## src/rtl/thermostat_pkg.sv

```systemverilog
// Shared types and constants for the thermostat datapath.
// Contents: day/hour/minute/temperature widths, one-hot day constants,
// the schedule entry record and the entry match helper.
package thermostat_pkg;

  localparam int unsigned C_DAY_W  = 7;
  localparam int unsigned C_HOUR_W = 5;
  localparam int unsigned C_MIN_W  = 6;
  localparam int unsigned C_TEMP_W = 7;

  // bit0 = Sunday .. bit6 = Saturday, matching time_keeper's day output
  localparam logic [C_DAY_W-1:0] C_SUN = 7'h01;
  localparam logic [C_DAY_W-1:0] C_MON = 7'h02;
  localparam logic [C_DAY_W-1:0] C_TUE = 7'h04;
  localparam logic [C_DAY_W-1:0] C_WED = 7'h08;
  localparam logic [C_DAY_W-1:0] C_THU = 7'h10;
  localparam logic [C_DAY_W-1:0] C_FRI = 7'h20;
  localparam logic [C_DAY_W-1:0] C_SAT = 7'h40;

  typedef struct packed {
    logic                valid;
    logic [C_DAY_W-1:0]  day_mask;
    logic [C_HOUR_W-1:0] hour;
    logic [C_MIN_W-1:0]  minute;
    logic [C_TEMP_W-1:0] temp;
  } sched_entry_t;

  function automatic logic entry_matches(input sched_entry_t        e,
                                         input logic [C_DAY_W-1:0]  day,
                                         input logic [C_HOUR_W-1:0] hour,
                                         input logic [C_MIN_W-1:0]  minute);
    return e.valid && (|(e.day_mask & day)) && (e.hour == hour) && (e.minute == minute);
  endfunction

endpackage

```

## src/rtl/sched_entry_regfile.sv

```systemverilog
// Schedule entry storage: g_num_entries records, one synchronous write port
// and one asynchronous read port. Reset clears every entry (so all invalid).
// Ports:
//   i_clk, i_reset          clock, synchronous active-high reset
//   i_wr_en/addr/entry      write strobe, index and record
//   i_rd_addr, o_rd_entry   combinational read of the stored record
module sched_entry_regfile import thermostat_pkg::*; #(
  parameter int unsigned g_num_entries = 8
) (
  input  logic                             i_clk,
  input  logic                             i_reset,
  input  logic                             i_wr_en,
  input  logic [$clog2(g_num_entries)-1:0] i_wr_addr,
  input  sched_entry_t                     i_wr_entry,
  input  logic [$clog2(g_num_entries)-1:0] i_rd_addr,
  output sched_entry_t                     o_rd_entry
);

  sched_entry_t entries_q [g_num_entries];

  always_ff @(posedge i_clk) begin
    if (i_reset) begin
      for (int i = 0; i < int'(g_num_entries); i++) begin
        entries_q[i] <= '0;
      end
    end else if (i_wr_en) begin
      entries_q[i_wr_addr] <= i_wr_entry;
    end
  end

  // Read sees pre-write contents when reading the index being written.
  assign o_rd_entry = entries_q[i_rd_addr];

endmodule

```

## src/rtl/schedule_engine.sv

```systemverilog
// Thermostat schedule engine. Watches the current day/hour/minute and, on
// every change, scans the schedule table one entry per cycle; the lowest
// matching entry's temperature becomes the setpoint. A manual override
// holds until the next applied schedule entry.
// Ports:
//   i_clk, i_reset                 clock, synchronous active-high reset
//   i_day, i_hour, i_minute        current time (day one-hot)
//   i_wr_*                         schedule entry write port
//   i_override_en/temp             one-cycle manual setpoint strobe
//   o_setpoint, o_setpoint_src     active setpoint, 1 = manual override
//   o_sched_event                  pulse in the cycle an entry is applied
//   o_busy                         scan or apply in progress
module schedule_engine import thermostat_pkg::*; #(
  parameter int unsigned g_num_entries  = 8,
  parameter int unsigned g_temp_width   = C_TEMP_W,
  parameter int unsigned g_default_temp = 70
) (
  input  logic                             i_clk,
  input  logic                             i_reset,
  input  logic [C_DAY_W-1:0]               i_day,
  input  logic [C_HOUR_W-1:0]              i_hour,
  input  logic [C_MIN_W-1:0]               i_minute,
  input  logic                             i_wr_en,
  input  logic [$clog2(g_num_entries)-1:0] i_wr_addr,
  input  logic                             i_wr_valid,
  input  logic [C_DAY_W-1:0]               i_wr_day_mask,
  input  logic [C_HOUR_W-1:0]              i_wr_hour,
  input  logic [C_MIN_W-1:0]               i_wr_minute,
  input  logic [g_temp_width-1:0]          i_wr_temp,
  input  logic                             i_override_en,
  input  logic [g_temp_width-1:0]          i_override_temp,
  output logic [g_temp_width-1:0]          o_setpoint,
  output logic                             o_setpoint_src,
  output logic                             o_sched_event,
  output logic                             o_busy
);

  localparam int unsigned IdxW  = $clog2(g_num_entries);
  localparam int unsigned TimeW = C_DAY_W + C_HOUR_W + C_MIN_W;

  typedef enum logic [1:0] {StIdle, StScan, StApply} state_e;

  state_e              state_q;
  logic [IdxW-1:0]     idx_q;
  logic [TimeW-1:0]    snap_q;
  logic [C_TEMP_W-1:0] apply_temp_q;

  logic [TimeW-1:0] time_now;
  logic             time_changed;
  sched_entry_t     wr_entry;
  sched_entry_t     rd_entry;
  logic             hit;
  logic             last_idx;

  assign time_now     = {i_day, i_hour, i_minute};
  assign time_changed = (time_now != snap_q);

  assign wr_entry = '{valid:    i_wr_valid,
                      day_mask: i_wr_day_mask,
                      hour:     i_wr_hour,
                      minute:   i_wr_minute,
                      temp:     C_TEMP_W'(i_wr_temp)};

  sched_entry_regfile #(
    .g_num_entries(g_num_entries)
  ) u_regfile (
    .i_clk     (i_clk),
    .i_reset   (i_reset),
    .i_wr_en   (i_wr_en),
    .i_wr_addr (i_wr_addr),
    .i_wr_entry(wr_entry),
    .i_rd_addr (idx_q),
    .o_rd_entry(rd_entry)
  );

  // Matching is against the snapshot, not the live inputs; a live change
  // restarts the scan anyway.
  assign hit = entry_matches(rd_entry,
                             snap_q[TimeW-1 -: C_DAY_W],
                             snap_q[C_MIN_W +: C_HOUR_W],
                             snap_q[C_MIN_W-1:0]);
  assign last_idx = (idx_q == IdxW'(g_num_entries - 1));

  always_ff @(posedge i_clk) begin
    if (i_reset) begin
      state_q        <= StIdle;
      idx_q          <= '0;
      snap_q         <= '1;  // unreachable time, forces a scan after reset
      apply_temp_q   <= '0;
      o_setpoint     <= g_temp_width'(g_default_temp);
      o_setpoint_src <= 1'b0;
    end else begin
      snap_q <= time_now;
      if (time_changed) begin
        // Any time change abandons the current scan or apply.
        state_q <= StScan;
        idx_q   <= '0;
      end else begin
        unique case (state_q)
          StIdle: ;
          StScan: begin
            if (hit) begin
              state_q      <= StApply;
              apply_temp_q <= rd_entry.temp;
            end else if (last_idx) begin
              state_q <= StIdle;
            end else begin
              idx_q <= idx_q + 1'b1;
            end
          end
          StApply: begin
            state_q        <= StIdle;
            o_setpoint     <= g_temp_width'(apply_temp_q);
            o_setpoint_src <= 1'b0;
          end
          default: state_q <= StIdle;
        endcase
      end
      // Placed last so an override beats a same-cycle apply.
      if (i_override_en) begin
        o_setpoint     <= i_override_temp;
        o_setpoint_src <= 1'b1;
      end
    end
  end

  // The pulse is withdrawn if the apply is discarded by an override or a
  // time change in the same cycle, so it cannot be registered ahead.
  assign o_sched_event = (state_q == StApply) && !time_changed && !i_override_en;
  assign o_busy        = (state_q != StIdle);

endmodule
```

## config.mk

```make
export PLATFORM = sky130hd
export DESIGN_NAME = schedule_engine
export DESIGN_NICKNAME = d
export VERILOG_FILES = /design/src/rtl/thermostat_pkg.sv /design/src/rtl/sched_entry_regfile.sv /design/src/rtl/schedule_engine.sv
export SDC_FILE = /design/constraint.sdc
export NUM_CORES = 1
export LEC_CHECK = 0
export CAP_MARGIN = 20
export CORE_ASPECT_RATIO = 0.7
export CORE_UTILIZATION = 51
export CTS_CLUSTER_DIAMETER = 40
export CTS_CLUSTER_SIZE = 25
export DETAILED_ROUTE_END_ITERATION = 6
export GPL_ROUTABILITY_DRIVEN = 0
export GPL_TIMING_DRIVEN = 0
export PLACE_DENSITY = 0.78
export SLEW_MARGIN = 10
export SYNTH_ARGS = -nofsm -noshare
export SYNTH_HDL_FRONTEND = slang
export SYNTH_SLANG_ARGS = --single-unit
```

## constraint.sdc

```tcl
create_clock -name i_clk -period 9.51 [get_ports i_clk]
set_input_delay 2.853 -clock i_clk [delete_from_list [all_inputs] [get_ports i_clk]]
set_output_delay 2.853 -clock i_clk [all_outputs]
set_load 0.01 [all_outputs]
```

==> results of run 1 <==
[tightest hold or removal path, stage by stage, from the launching register on]
cell and delay (ns):
dfxtp_1 0.31, nor2_1 0.10, a211oi_1 0.05
[per-layer routing]
metal | wire length [um] | share of wire | vias to the layer above | GRT usage
met3 | 2253 | 0.085 | 49 | 0.04167
met2 | 12020 | 0.45 | 294 | 0.3797
met4 | 532 | 0.020 | 0 | 0.05833
met5 | 0 | 0 | - | 0
li1 | - | - | 2949 | -
met1 | 11850 | 0.44 | 3358 | 0.3627
[metrics by stage]
stage	power, uW	area [um^2]
2_1_floorplan	1353	11170
3_3_place_gp	1425	12170
3_5_place_dp	1431	12180
4_1_cts	2485	13080
5_1_grt	2544	13080
6_report	2481	13080
[layout make-up]
type / instances / area (um^2)
Fill cell: 1569 / 8001
Inverter: 5 / 18.77
Sequential cell: 249 / 7067
Tap cell: 276 / 345.3
Buffer: 40 / 214.0
Timing Repair Buffer: 66 / 658.1
Clock inverter: 19 / 222.7
Multi-Input combinational cell: 463 / 3872
Clock buffer: 29 / 683.2
Antenna cell: 1 / 2.502
[cell families (layout without fill, tap and decap cells)]
family / count (synthesis) / after routing / share of synthesized area
compound gates: 28 / 28 / 0.02083
xor+xnor: 28 / 28 / 0.02195
fa+ha+maj: 2 / 2 / 0.002240
buf+inv: 45 / 159 / 0.02083
flops: 249 / 249 / 0.6325
mux: 97 / 97 / 0.1328
other cells: 0 / 1 / 0
simple gates: 308 / 308 / 0.1688
[cell usage after synthesis (all sizes together), types with 4 or more instances]
cell type | number | share of area
a211oi | 8 | 0.0072
and2 | 208 | 0.12
buf | 18 | 0.012
clkbuf | 22 | 0.0074
dfxtp | 41 | 0.073
edfxtp | 208 | 0.56
inv | 5 | 0.0017
mux2 | 17 | 0.017
mux2i | 41 | 0.037
mux4 | 39 | 0.079
nand2 | 4 | 0.0013
nand2b | 9 | 0.0050
nand3 | 7 | 0.0031
nand3b | 6 | 0.0040
nand4 | 5 | 0.0034
nor2 | 25 | 0.0091
nor3 | 4 | 0.0032
nor4 | 5 | 0.0028
or2 | 27 | 0.015
xnor2 | 10 | 0.0078
xor2 | 18 | 0.014
[registers in the layout, summed over array words and instances, names as in the netlist, named ones only]
name	count
state_q	2
u_regfile.entries_q	208
apply_temp_q	7
o_setpoint_src	1
snap_q	18
o_setpoint	7
idx_q	3
[path summary, 6_finish.rpt]
check | endpoint | slack, ns | startpoint
setup / recovery | o_sched_event | 0.54 | i_minute[2]
hold / removal | apply_temp_q[6] | 0.51 | apply_temp_q[6]
hold reg to reg | apply_temp_q[6] | 0.51 | apply_temp_q[6]
setup reg to reg | apply_temp_q[4] | 6.22 | register
[where the power goes]
part | leakage [uW] | total (uW) | switching (uW) | internal [uW]
logic | 0.00177 | 145 | 79.1 | 65.6
clock network | 0.000438 | 1070 | 457 | 615
registers | 0.00233 | 1260 | 20.0 | 1240
==> run_results.csv, run 1 <==
group,metric,value,unit
outcome,status,"finished, final reports clean",
setup_path,cp.arrival,6.12,ns
setup_path,reg2reg_depth,11,
place,pre_cts_ws,0.6444,ns
clock_network,insertion_delay,0.54,ns
setup_path,critical_path_class,"input port to primary output",
setup_path,crit_buf_inv,4,
pwr,p_per_area,189.6,mW/mm^2
timing,worst_pin_slew,1.066,ns
setup_path,cp.required,6.66,ns
drt,drc_errors,0,
global_route,grt_pass1_vias,6671,
floorplan,pin_count,68,
synth,synth_nets,817,
setup_path,crit_path_cell_trace,"clkdlybuf4s50_1, xor2_1, nor4_1, nand3_1, nor4_1, and3b_1, buf_2, inv_1, nor2_1, clkdlybuf4s50_1",
drt,drt_first_iter_violations,639,
layout,syn2layout_area_growth,17.11,%
drt,num_vias,6650,
clock_network,path_clk_slew,0.06,ns
timing,fin_crit,8.971,ns
timing,rsz0062_at_grt,"false",
min_path,hold_class,"register to register",
timing,layout_setup_ws,0.5394,ns
setup_path,cp_top_family,"simple AND/OR/NAND/NOR gates",
drt,ant_nets,0,
floorplan,rows,44,
clock_network,cts_tree,"built",
pwr,max-vdd-ir-drop,135.5,uV
synth,synth_edf_count,208,
place,placedCellCount,1099,
synth,ys_seq_elements,249,
floorplan,dieHeight,125.8,um
synth,syn_avg_cell_area,14.76,um^2
timing,maxSlewViolCount,0,
drt,drt_pass1_iterations,5,
synth,ys_warn_count,0,
clock_network,postCtsSetupRepairBufs,0,
setup_path,startpoint_type,"input port",
timing,slew_headroom,0.2841,
synth,async_flop_share,0,
global_route,overflow,0,
timing,setup_viol,0,
clock_network,clockRootBuffer,"clkbuf_16",
min_path,hold_depth,2,
floorplan,start_util,0.5298,
drt,wl_per_cell,23.22,um
setup_path,cp-end-kind,"primary output",
global_route,grt_max_degree,27,
synth,yosys_most_used_dff,"edfxtp_1",
floorplan,die_w,178.9,um
clock_network,cts.path.max_buffers,3,
synth,syn_inst,757,
drt,drt_wl_total,26660,um
layout,layout_common_cells,"and2_1, edfxtp_1, clkdlybuf4s50_1",
timing,period_share,0.9433,
clock_network,numCtsBuffers,27,
clock_network,hold_buffers,0,
global_route,grt_usage,0.2453,
clock_network,cts.sinks,249,
clock_network,cts_resized,0,
timing,holdWs,0.5060,ns
layout,final_core_util,0.6205,
global_route,grt_pass1_wl,40050,um
clock_network,htreeDepth,1,
global_route,grt_antenna_before_repair,2,
layout,layout.cells.non_filler,1148,
setup_path,crit_fanout,8,
pwr,p_leak,0.004542,uW
layout,drive_above_1_share,0.1814,
place,dpl.hpwl,17280,um
synth,syn_area,0.01117,mm^2
flow_run,max_cap_violations,0,
timing,finalHoldViolCount,0,
floorplan,core,0.02109,mm^2
timing,finalSetupTns,0,ns
setup_path,crit_slowest_cell,"nor4_1",
setup_path,worst-path-stages,10,
drt,avgViaCountPerCell,5.793,
floorplan,die_area,0.02251,mm^2
setup_path,cpPeakStageDelay,0.63,ns
layout,final_nets,912,
synth,ys_seq_area_frac,0.6325,
timing,finClkSkew,0.009977,ns
synth,synthDistinctLibCells,51,
timing,timing.fmax,0.1115,GHz
place,io_buffers,65,
No activity file was read; power rests on OpenSTA's default activity.
==> run 2: changes to the inputs <==
--- a/config.mk
+++ b/config.mk
@@ -13,6 +13,7 @@
 export DETAILED_ROUTE_END_ITERATION = 6
 export GPL_ROUTABILITY_DRIVEN = 0
 export GPL_TIMING_DRIVEN = 0
+export HOLD_SLACK_MARGIN = 0.12
 export PLACE_DENSITY = 0.78
 export SLEW_MARGIN = 10
 export SYNTH_ARGS = -nofsm -noshare
==> results of run 2 <==
Same layout as run 1: the final DEF is identical, and so are final timing and power.
==> run 3: changes to the inputs <==
--- a/config.mk
+++ b/config.mk
@@ -15,6 +15,7 @@
 export GPL_TIMING_DRIVEN = 0
 export HOLD_SLACK_MARGIN = 0.12
 export PLACE_DENSITY = 0.78
+export SKIP_LAST_GASP = 1
 export SLEW_MARGIN = 10
 export SYNTH_ARGS = -nofsm -noshare
 export SYNTH_HDL_FRONTEND = slang
==> constraint.sdc (replaced) <==
create_clock -name i_clk -period 9 [get_ports i_clk]
set_input_delay 2.7 -clock i_clk [delete_from_list [all_inputs] [get_ports i_clk]]
set_output_delay 2.7 -clock i_clk [all_outputs]
set_load 0.01 [all_outputs]
==> results of run 3 <==
Same layout as run 1 (identical final DEF). Status: finished, final reports clean.
Among the figures that moved: setup slack after placement 0.6444 ns -> 0.4404 ns; setup slack after layout 0.5394 ns -> 0.3354 ns; register-to-register setup slack 6.22 ns -> 5.71 ns; total power 2481 uW -> 2622 uW; worst IR drop on VDD 135.5 uV -> 143.1 uV
